<file path="src/rtl/tone_note_detector.sv">
// rtl/tone_note_detector.sv - square-wave tone period meter and C4..C5 note classifier
// Optional build macro TONE_DEGLITCH_EN adds a 4-cycle level filter after the synchronizer.
module tone_note_detector #(
   parameter int CLK_HZ      = 50000000,
   parameter int CNT_W       = 25,
   parameter int TIMEOUT_CYC = 2500000,
   parameter int TOL_SHIFT   = 6,
   parameter int STABLE_N    = 3
) (
   input  logic             clk,
   input  logic             reset,
   input  logic             tone_in,
   output logic [2:0]       note_idx,
   output logic             note_valid,
   output logic             note_change,
   output logic [CNT_W-1:0] period
);
   localparam int MC_W = $clog2(STABLE_N + 1);
   localparam logic [CNT_W-1:0] TMO = CNT_W'(TIMEOUT_CYC);
   localparam logic [MC_W-1:0] MC_LOCK = MC_W'(STABLE_N);

   function automatic logic [CNT_W-1:0] note_period(input int i);
      int f;
      case (i)
         0:       f = 262;
         1:       f = 294;
         2:       f = 330;
         3:       f = 349;
         4:       f = 392;
         5:       f = 440;
         6:       f = 494;
         default: f = 523;
      endcase
      return CNT_W'(2 * ((CLK_HZ / 2) / f + 1));
   endfunction

   typedef enum logic [1:0] {IDLE, ACQUIRE, LOCKED} state_t;

   logic             sync1, sync2, lvl, lvl_d, edge_q;
   logic [CNT_W-1:0] cnt;
   logic [7:0]       hit;
   logic             cls_hit;
   logic [2:0]       cls_idx;
   state_t           state, state_n;
   logic [2:0]       cand, cand_n, idx_n;
   logic [MC_W-1:0]  mcnt, mcnt_n;
   logic             valid_n, change_n, per_ld;

   always_ff @(posedge clk or posedge reset) begin
      if (reset) begin
         sync1 <= 1'b0;
         sync2 <= 1'b0;
      end else begin
         sync1 <= tone_in;
         sync2 <= sync1;
      end
   end

`ifdef TONE_DEGLITCH_EN
   logic [1:0] glt_cnt;
   logic       filt;

   // The filtered level only follows sync2 after 4 consecutive cycles of disagreement.
   always_ff @(posedge clk or posedge reset) begin
      if (reset) begin
         glt_cnt <= 2'd0;
         filt    <= 1'b0;
      end else if (sync2 == filt) begin
         glt_cnt <= 2'd0;
      end else if (glt_cnt == 2'd3) begin
         glt_cnt <= 2'd0;
         filt    <= sync2;
      end else begin
         glt_cnt <= glt_cnt + 2'd1;
      end
   end

   assign lvl = filt;
`else
   assign lvl = sync2;
`endif

   always_ff @(posedge clk or posedge reset) begin
      if (reset) begin
         lvl_d  <= 1'b0;
         edge_q <= 1'b0;
         cnt    <= '0;
      end else begin
         lvl_d  <= lvl;
         edge_q <= lvl & ~lvl_d;
         if (edge_q)
            cnt <= CNT_W'(1);
         else if (cnt != TMO)
            cnt <= cnt + CNT_W'(1);
      end
   end

   // On an edge cycle cnt holds the rise-to-rise period, so classify it directly.
   for (genvar g = 0; g < 8; g++) begin : g_cls
      localparam logic [CNT_W-1:0] PER = note_period(g);
      localparam logic [CNT_W-1:0] TOL = PER >> TOL_SHIFT;
      logic [CNT_W-1:0] diff;
      assign diff   = (cnt >= PER) ? (cnt - PER) : (PER - cnt);
      assign hit[g] = (diff <= TOL);
   end

   always_comb begin
      cls_hit = |hit;
      cls_idx = 3'd0;
      for (int i = 7; i >= 0; i--) begin
         if (hit[i])
            cls_idx = 3'(i);
      end
   end

   always_ff @(posedge clk or posedge reset) begin
      if (reset) begin
         state       <= IDLE;
         cand        <= 3'd0;
         mcnt        <= '0;
         note_idx    <= 3'd0;
         note_valid  <= 1'b0;
         note_change <= 1'b0;
         period      <= '0;
      end else begin
         state       <= state_n;
         cand        <= cand_n;
         mcnt        <= mcnt_n;
         note_idx    <= idx_n;
         note_valid  <= valid_n;
         note_change <= change_n;
         if (per_ld)
            period <= cnt;
      end
   end

   always_comb begin
      state_n  = state;
      cand_n   = cand;
      mcnt_n   = mcnt;
      idx_n    = note_idx;
      valid_n  = note_valid;
      change_n = 1'b0;
      per_ld   = 1'b0;
      if (edge_q) begin
         // An edge coinciding with the timeout restarts measurement rather than reporting a period.
         if (state == IDLE || cnt == TMO) begin
            state_n = ACQUIRE;
            mcnt_n  = '0;
            valid_n = 1'b0;
         end else begin
            per_ld = 1'b1;
            if (state == LOCKED) begin
               if (!(cls_hit && cls_idx == note_idx)) begin
                  state_n = ACQUIRE;
                  valid_n = 1'b0;
                  cand_n  = cls_idx;
                  mcnt_n  = cls_hit ? MC_W'(1) : '0;
               end
            end else begin
               if (!cls_hit) begin
                  mcnt_n = '0;
               end else if (cls_idx == cand) begin
                  mcnt_n = mcnt + MC_W'(1);
               end else begin
                  cand_n = cls_idx;
                  mcnt_n = MC_W'(1);
               end
               if (mcnt_n == MC_LOCK) begin
                  state_n  = LOCKED;
                  idx_n    = cand_n;
                  valid_n  = 1'b1;
                  change_n = 1'b1;
               end
            end
         end
      end else if (state != IDLE && cnt == TMO) begin
         state_n = IDLE;
         valid_n = 1'b0;
         mcnt_n  = '0;
      end
   end
endmodule
</file>
<file path="config.mk">
export PLATFORM = sky130hd
export DESIGN_NAME = tone_note_detector
export DESIGN_NICKNAME = d
export VERILOG_FILES = /design/src/rtl/tone_note_detector.sv
export SDC_FILE = /design/constraint.sdc
export NUM_CORES = 1
export LEC_CHECK = 0
export ABC_CLOCK_PERIOD_IN_PS = 6700
export BUFFER_PORTS_ARGS = -buffer_cell sky130_fd_sc_hd__buf_2
export CORE_UTILIZATION = 49
export CTS_CLUSTER_SIZE = 40
export DETAILED_ROUTE_END_ITERATION = 6
export MAX_ROUTING_LAYER = met4
export PLACE_DENSITY = 0.7
export SLEW_MARGIN = 15
export SYNTH_ARGS = -nofsm -noshare
export SYNTH_HDL_FRONTEND = slang
export SYNTH_SLANG_ARGS = --single-unit
export TNS_END_PERCENT = 5
</file>
<file path="constraint.sdc">
create_clock -name clk -period 6.7 [get_ports clk]
set_input_delay 1.34 -clock clk [delete_from_list [all_inputs] [get_ports clk]]
set_output_delay 1.34 -clock clk [all_outputs]
set_load 0.05 [all_outputs]
</file>
**Yosys cells after proc, flatten, opt, wreduce, memory -nomap -nowiden**

Cells that the tools add are included.

- Bits in registers: 66
- Input bits: 3
- Output and inout bits: 30
- Word-level logic and storage cells: 121

- Add/subtract/negate cells: 18
- $lt $le $gt $ge: 16
- Eq/ne operators: 9
- Mux-type cells: 50
- Bitwise operators: 4
- Reduce and logical (&&, ||, !) cells: 12

Operators by type and width:

| kind | count |
|---|---|
| two-way mux 25 bit | 10 |
| greater-or-equal comparator 25 x 17 -> 1 bit, second input constant | 4 |
| greater-or-equal comparator 25 x 18 -> 1 bit, second input constant | 4 |
| <= comparator 25 x 11 -> 1 bit, second input constant | 4 |
| <= comparator 25 x 12 -> 1 bit, second input constant | 4 |
| subtractor 17 x 25 -> 25 bit, first input constant | 4 |
| subtractor 18 x 25 -> 25 bit, first input constant | 4 |
| subtractor 25 x 17 -> 25 bit, second input constant | 4 |
| subtractor 25 x 18 -> 25 bit, second input constant | 4 |
| two-way mux 3 bit | 12 |
| two-way mux 2 bit | 15 |
| adder 25 x 1 -> 25 bit, second input constant | 1 |
| == test 25 x 22 -> 1 bit, second input constant | 1 |
| != test 25 x 22 -> 1 bit, second input constant | 1 |
| two-way mux 1 bit | 13 |
| OR reduction 8 bit | 1 |
| == test 3 bit | 2 |
| AND reduction 3 bit | 2 |
| nonzero test 2 bit | 3 |
| == test 2 bit, second input constant | 2 |
| != test 4 x 1 -> 1 bit, second input constant | 1 |
| != test 4 bit, second input constant | 1 |
| AND reduction 4 bit | 1 |
| inverter 1 bit | 3 |
| 7 further kinds | 8 |

**Longest topological paths before layout**

- Depth in word-level cells: 22
- Depth in mapped cells: 20

**Least setup slack after synthesis**

Ideal clock, no wire load.

- Path type: reg-to-reg
- Start: reg cnt[3]
- End: reg cand[0]
- Library setup time: 121 ps
- Arrival: 4,928 ps
- Data required time: 6,579 ps
- Slack: 1,651 ps
- Cell stages (with the launch flop): 20
- Buffers on the path: 3
- Period minus slack after synthesis: 5,049 ps
- Path through: dfrtp_1 clkbuf_1 clkbuf_1 inv_1 ha_1 clkbuf_1 and2_1 o311ai_0 nand3_1 a21o_1 and2_1 o21ai_0 nand3_1 a2111o_1 or3_1 a31oi_4 xnor2_1 or4_4 nor2b_4 a22o_1

- Longest elaborated chain between the ends: 15

Ends and longest elaborated chain:

| what | RTL line | source |
|---|---|---|
| start, declared | 40 | `logic [CNT_W-1:0] cnt;` |
| start signal, assigned | 94 | `cnt <= cnt + CNT_W'(1);` |
| subtractor 17 x 25 -> 25 bit, or another cell as far along | 103 | `assign diff = (cnt >= PER) ? (cnt - PER) : (PER - cnt);` |
| two-way mux 25 bit | 103 |  |
| <= comparator 25 x 11 -> 1 bit | 104 | `assign hit[g] = (diff <= TOL);` |
| two-way mux 3 bit (8 in a row) | 111 | `if (hit[i])` |
| == test 3 bit (on tied branches) | 154, 163 |  |
| logical AND 1 bit / two-way mux 3 bit (equally long branches) | 154, 163 |  |
| != test 2 bit (no line) / two-way mux 3 bit (equally long branches) | -- |  |
| AND reduction 3 bit (no line) / two-way mux 3 bit (equally long branches) | -- |  |
| end signal, assigned | 127 | `cand <= cand_n;` |
| end, declared | 45 | `logic [2:0] cand, cand_n, idx_n;` |

Several ways; a longest one is shown, not always the timed one. The select of a mux whose other input is x is not followed.
A chain may end at the register's enable or synchronous reset.

**Worst setup path in the final report**

- Start: reg cnt[3]
- End: reg cand[2]

Same word-level chain as after synthesis.

==> flow_summary.ini <==
[grt]
grt_usage_pct = 52.9
grt_pass1_vias = 14000
overflow = 0
grt_pass1_wl_mm = 92.5
grt_max_degree = 66
antenna_found_initial = 2

[drt]
wire_per_inst_um = 31.7
firstDrtPassIters = 7
vias = 15400
drt-total-wl_mm = 63.6
drcViolationCount = 0
dr.first_iter.drc_count = 2798
viasPerCell = 7.69
ant_nets = 0

[timing]
timing.fmax_mhz = 166
setup_viol = 0
period_share_pct = 90.2
setup_ws_ps = 658
relSlewSlack_pct = 21.6
rsz0062_at_grt = false
fin_setup_tns_ps = 0
finalHoldViolCount = 0
finalClockSkew_ps = 13.2
period_needed_ps = 6040
worst_pin_slew_ps = 1180
finalMaxSlewViolations = 0

[floorplan]
start_util_pct = 50.1
num_io_pins = 33
fp.dieW_um = 157
coreArea_um2 = 23500
die_y_um = 157
placement_rows = 56
dieArea_um2 = 24600

[critical_path]
required_ps = 6940
rr_startpoint = cnt[3]$_DFFE_PP0P_
critPathCaptureType = flip-flop
start_kind = flip-flop
critical-path-slowest-cell = or4b_4
worst-path-buf-inv = 3
cp.arrival_ps = 6280
r2r_setup_slack_ps = 660
path_class = flip-flop to flip-flop
max_stage_delay_ps = 600
cpMostUsedCell = buf_4
path_cells = buf_4 > inv_1 > ha_1 > or4b_4 > nor4_4 > a21o_1 > o21ai_0 > and3_1 > a2111oi_0 > nand4_1 > nor4_1 > buf_4 > o32ai_1 > a21oi_1 > xnor2_1 > or4_4 > nor2b_4 > a22o_1
cp_top_family = simple AND/OR/NAND/NOR gates
worstPathMaxFanout = 20
startpoint = cnt[3]$_DFFE_PP0P_

[synth]
synth_nets = 1724
ys_top_cells_by_area = dfrtp_1 14%, xnor2_1 7.7%, o21ai_0 6.2%, nand2_1 5.0%, nor2_1 4.4%
yosysWarnings = 0
synth-seq-cells = 65
synthFlopType = dfrtp_1
synthCells = 1693
synth_edf_count = 0
syn_area_per_cell_um2 = 6.94
seq_area_frac_synth_pct = 13.8
synthArstFlopShare_pct = 100
netlist_area_um2 = 11700
synth_top_area_cell = dfrtp_1
ys_types = 103
synth_top_area_share_pct = 13.8

[power_and_ir_drop]
power_density_nw_per_um2 = 136
cellLeakagePower_uw = 0.00504
power_uw = 1740
vdd_drop_max_v = 0.000206

[outcome]
status = finished, final reports clean

[place]
gp_congestion = 1.20
hpwl_mm = 47.0
post-place-ws_ps = 923
io_buffer_count = 32

[job]
maxCapViolCount = 0

[cts]
cts_tree = yes
htree_levels = 3
root_buffer = clkbuf_16
cts_sinks = 65
ctsHoldBuffers = 0
cts_buffers = 9
cts_setup_buffers = 0
clkTransAtPathRegs_ps = 70
clock_path_buffers = 2
clock_latency_ps = 350
cts_resized = 0

[finish]
drive_gt1_share_pct = 12.9
nets = 1712
syn2layout_area_growth_pct = 9.00
fin_util_pct = 54.6

[min_path]
hold_start = sync1$_DFF_PP0_
hp-class = flip-flop to flip-flop
[cell usage after synthesis (22+ instances only)]
master and n:
nor2_1 137, buf_2 37, a211oi_1 25, and3_1 34
o211ai_1 30, o21ai_0 146, xnor2_1 103, nand2_1 156
ha_1 28, dfrtp_1 65, a21oi_1 97, nand4_1 33
buf_1 24, nand3_1 68, a21o_1 23, and2_1 22
clkbuf_1 90, nor3_1 59, a31oi_1 43, inv_1 32
[cell families (layout without fill, tap and decap cells)]
| kind of cell | Yosys count | count (layout) | share of synthesized area [%] |
|---|---|---|---|
| simple gates | 673 | 673 | 31.0 |
| fa+ha+maj | 28 | 28 | 2.98 |
| flops | 65 | 65 | 13.8 |
| compound gates | 588 | 588 | 34.2 |
| xor+xnor | 119 | 119 | 8.87 |
| buf+inv | 192 | 185 | 6.70 |
| other cells | 0 | 2 | 0 |
| mux | 28 | 28 | 2.48 |
[stage by stage]
step | instance area [um^2] | cells | hold WS, ps
5_1_grt | 12800 | 2007 | 385
4_1_cts | 12800 | 2005 | 387
3_3_place_gp | 12500 | 1989 | 343
3_5_place_dp | 12500 | 1989 | 365
6_report | 12800 | 2007 | 383
2_1_floorplan | 11700 | 1693 | 331
[layer usage]
layer  global-route usage [%]  part of all wire [%]  vias to the layer above
li1                         -                     -                     6383
met3                     20.3                    16                      402
met5                        -                     0                        -
met1                     64.9                    37                     7154
met2                     71.8                    38                     1500
met4                     33.2                   8.8                        0
[area by class of cell]
class / instances / area [um^2]
Inverter: 35 / 131
Timing Repair Buffer: 134 / 938
Fill cell: 2365 / 10700
Sequential cell: 65 / 1630
Multi-Input combinational cell: 1436 / 9350
Clock inverter: 7 / 125
Antenna cell: 2 / 5.00
Clock buffer: 9 / 225
Tap cell: 319 / 399
[cell usage in the layout (no fill, tap or decap), drive strengths merged, types with 9 or more instances in the layout]
cell	instances
nand2	157
o21ai	150
nor2	140
buf	134
xnor2	103
a21oi	99
nand3	68
dfrtp	65
nor3	61
a31oi	45
inv	35
and3	34
nand4	33
o211ai	30
ha	28
nor4	27
a211oi	25
a21o	24
and2	23
nand2b	20
mux2i	19
o31ai	19
xor2	16
or3	15
o22ai	15
o21a	14
a2111oi	14
a311oi	13
nor2b	12
and4	11
o311ai	11
or2	11
a211o	10
nor4b	10
a22oi	9
nand4b	9
mux2	9
clkbuf	9
[worst register-to-register path, delay by kind of cell (launching register included)]
family	cells	cell delay, ps
AND/OR/NAND/NOR	7	2350
adder cells (fa/ha/maj)	1	540
flip-flops	1	360
XOR/XNOR	1	120
AO/OA/AOI/OAI	6	1860
buffers and inverters	3	710
[worst paths after layout]
path	end	cells after the start
setup / recovery	cand[2]$_DFFE_PP0P_	18
hold / removal	lvl$_DFF_PP0_	0
setup reg to reg	cand[2]$_DFFE_PP0P_	18
hold reg to reg	lvl$_DFF_PP0_	0
max in group asynchronous	cnt[15]$_DFFE_PP0P_	3
min in group asynchronous	sync1$_DFF_PP0_	3
[flip-flops by register name (all words and copies together) (netlist names), 2 cells and up]
register / flops
cand: 3
mcnt: 2
cnt: 25
period: 25
note_idx: 3
[power breakdown]
part,internal [uW],leakage [uW],switching [uW]
clock network,368,0.000171,212
registers,415,0.000884,20.2
logic,217,0.00399,512
Note: power is estimated with default switching activity, not from simulation.
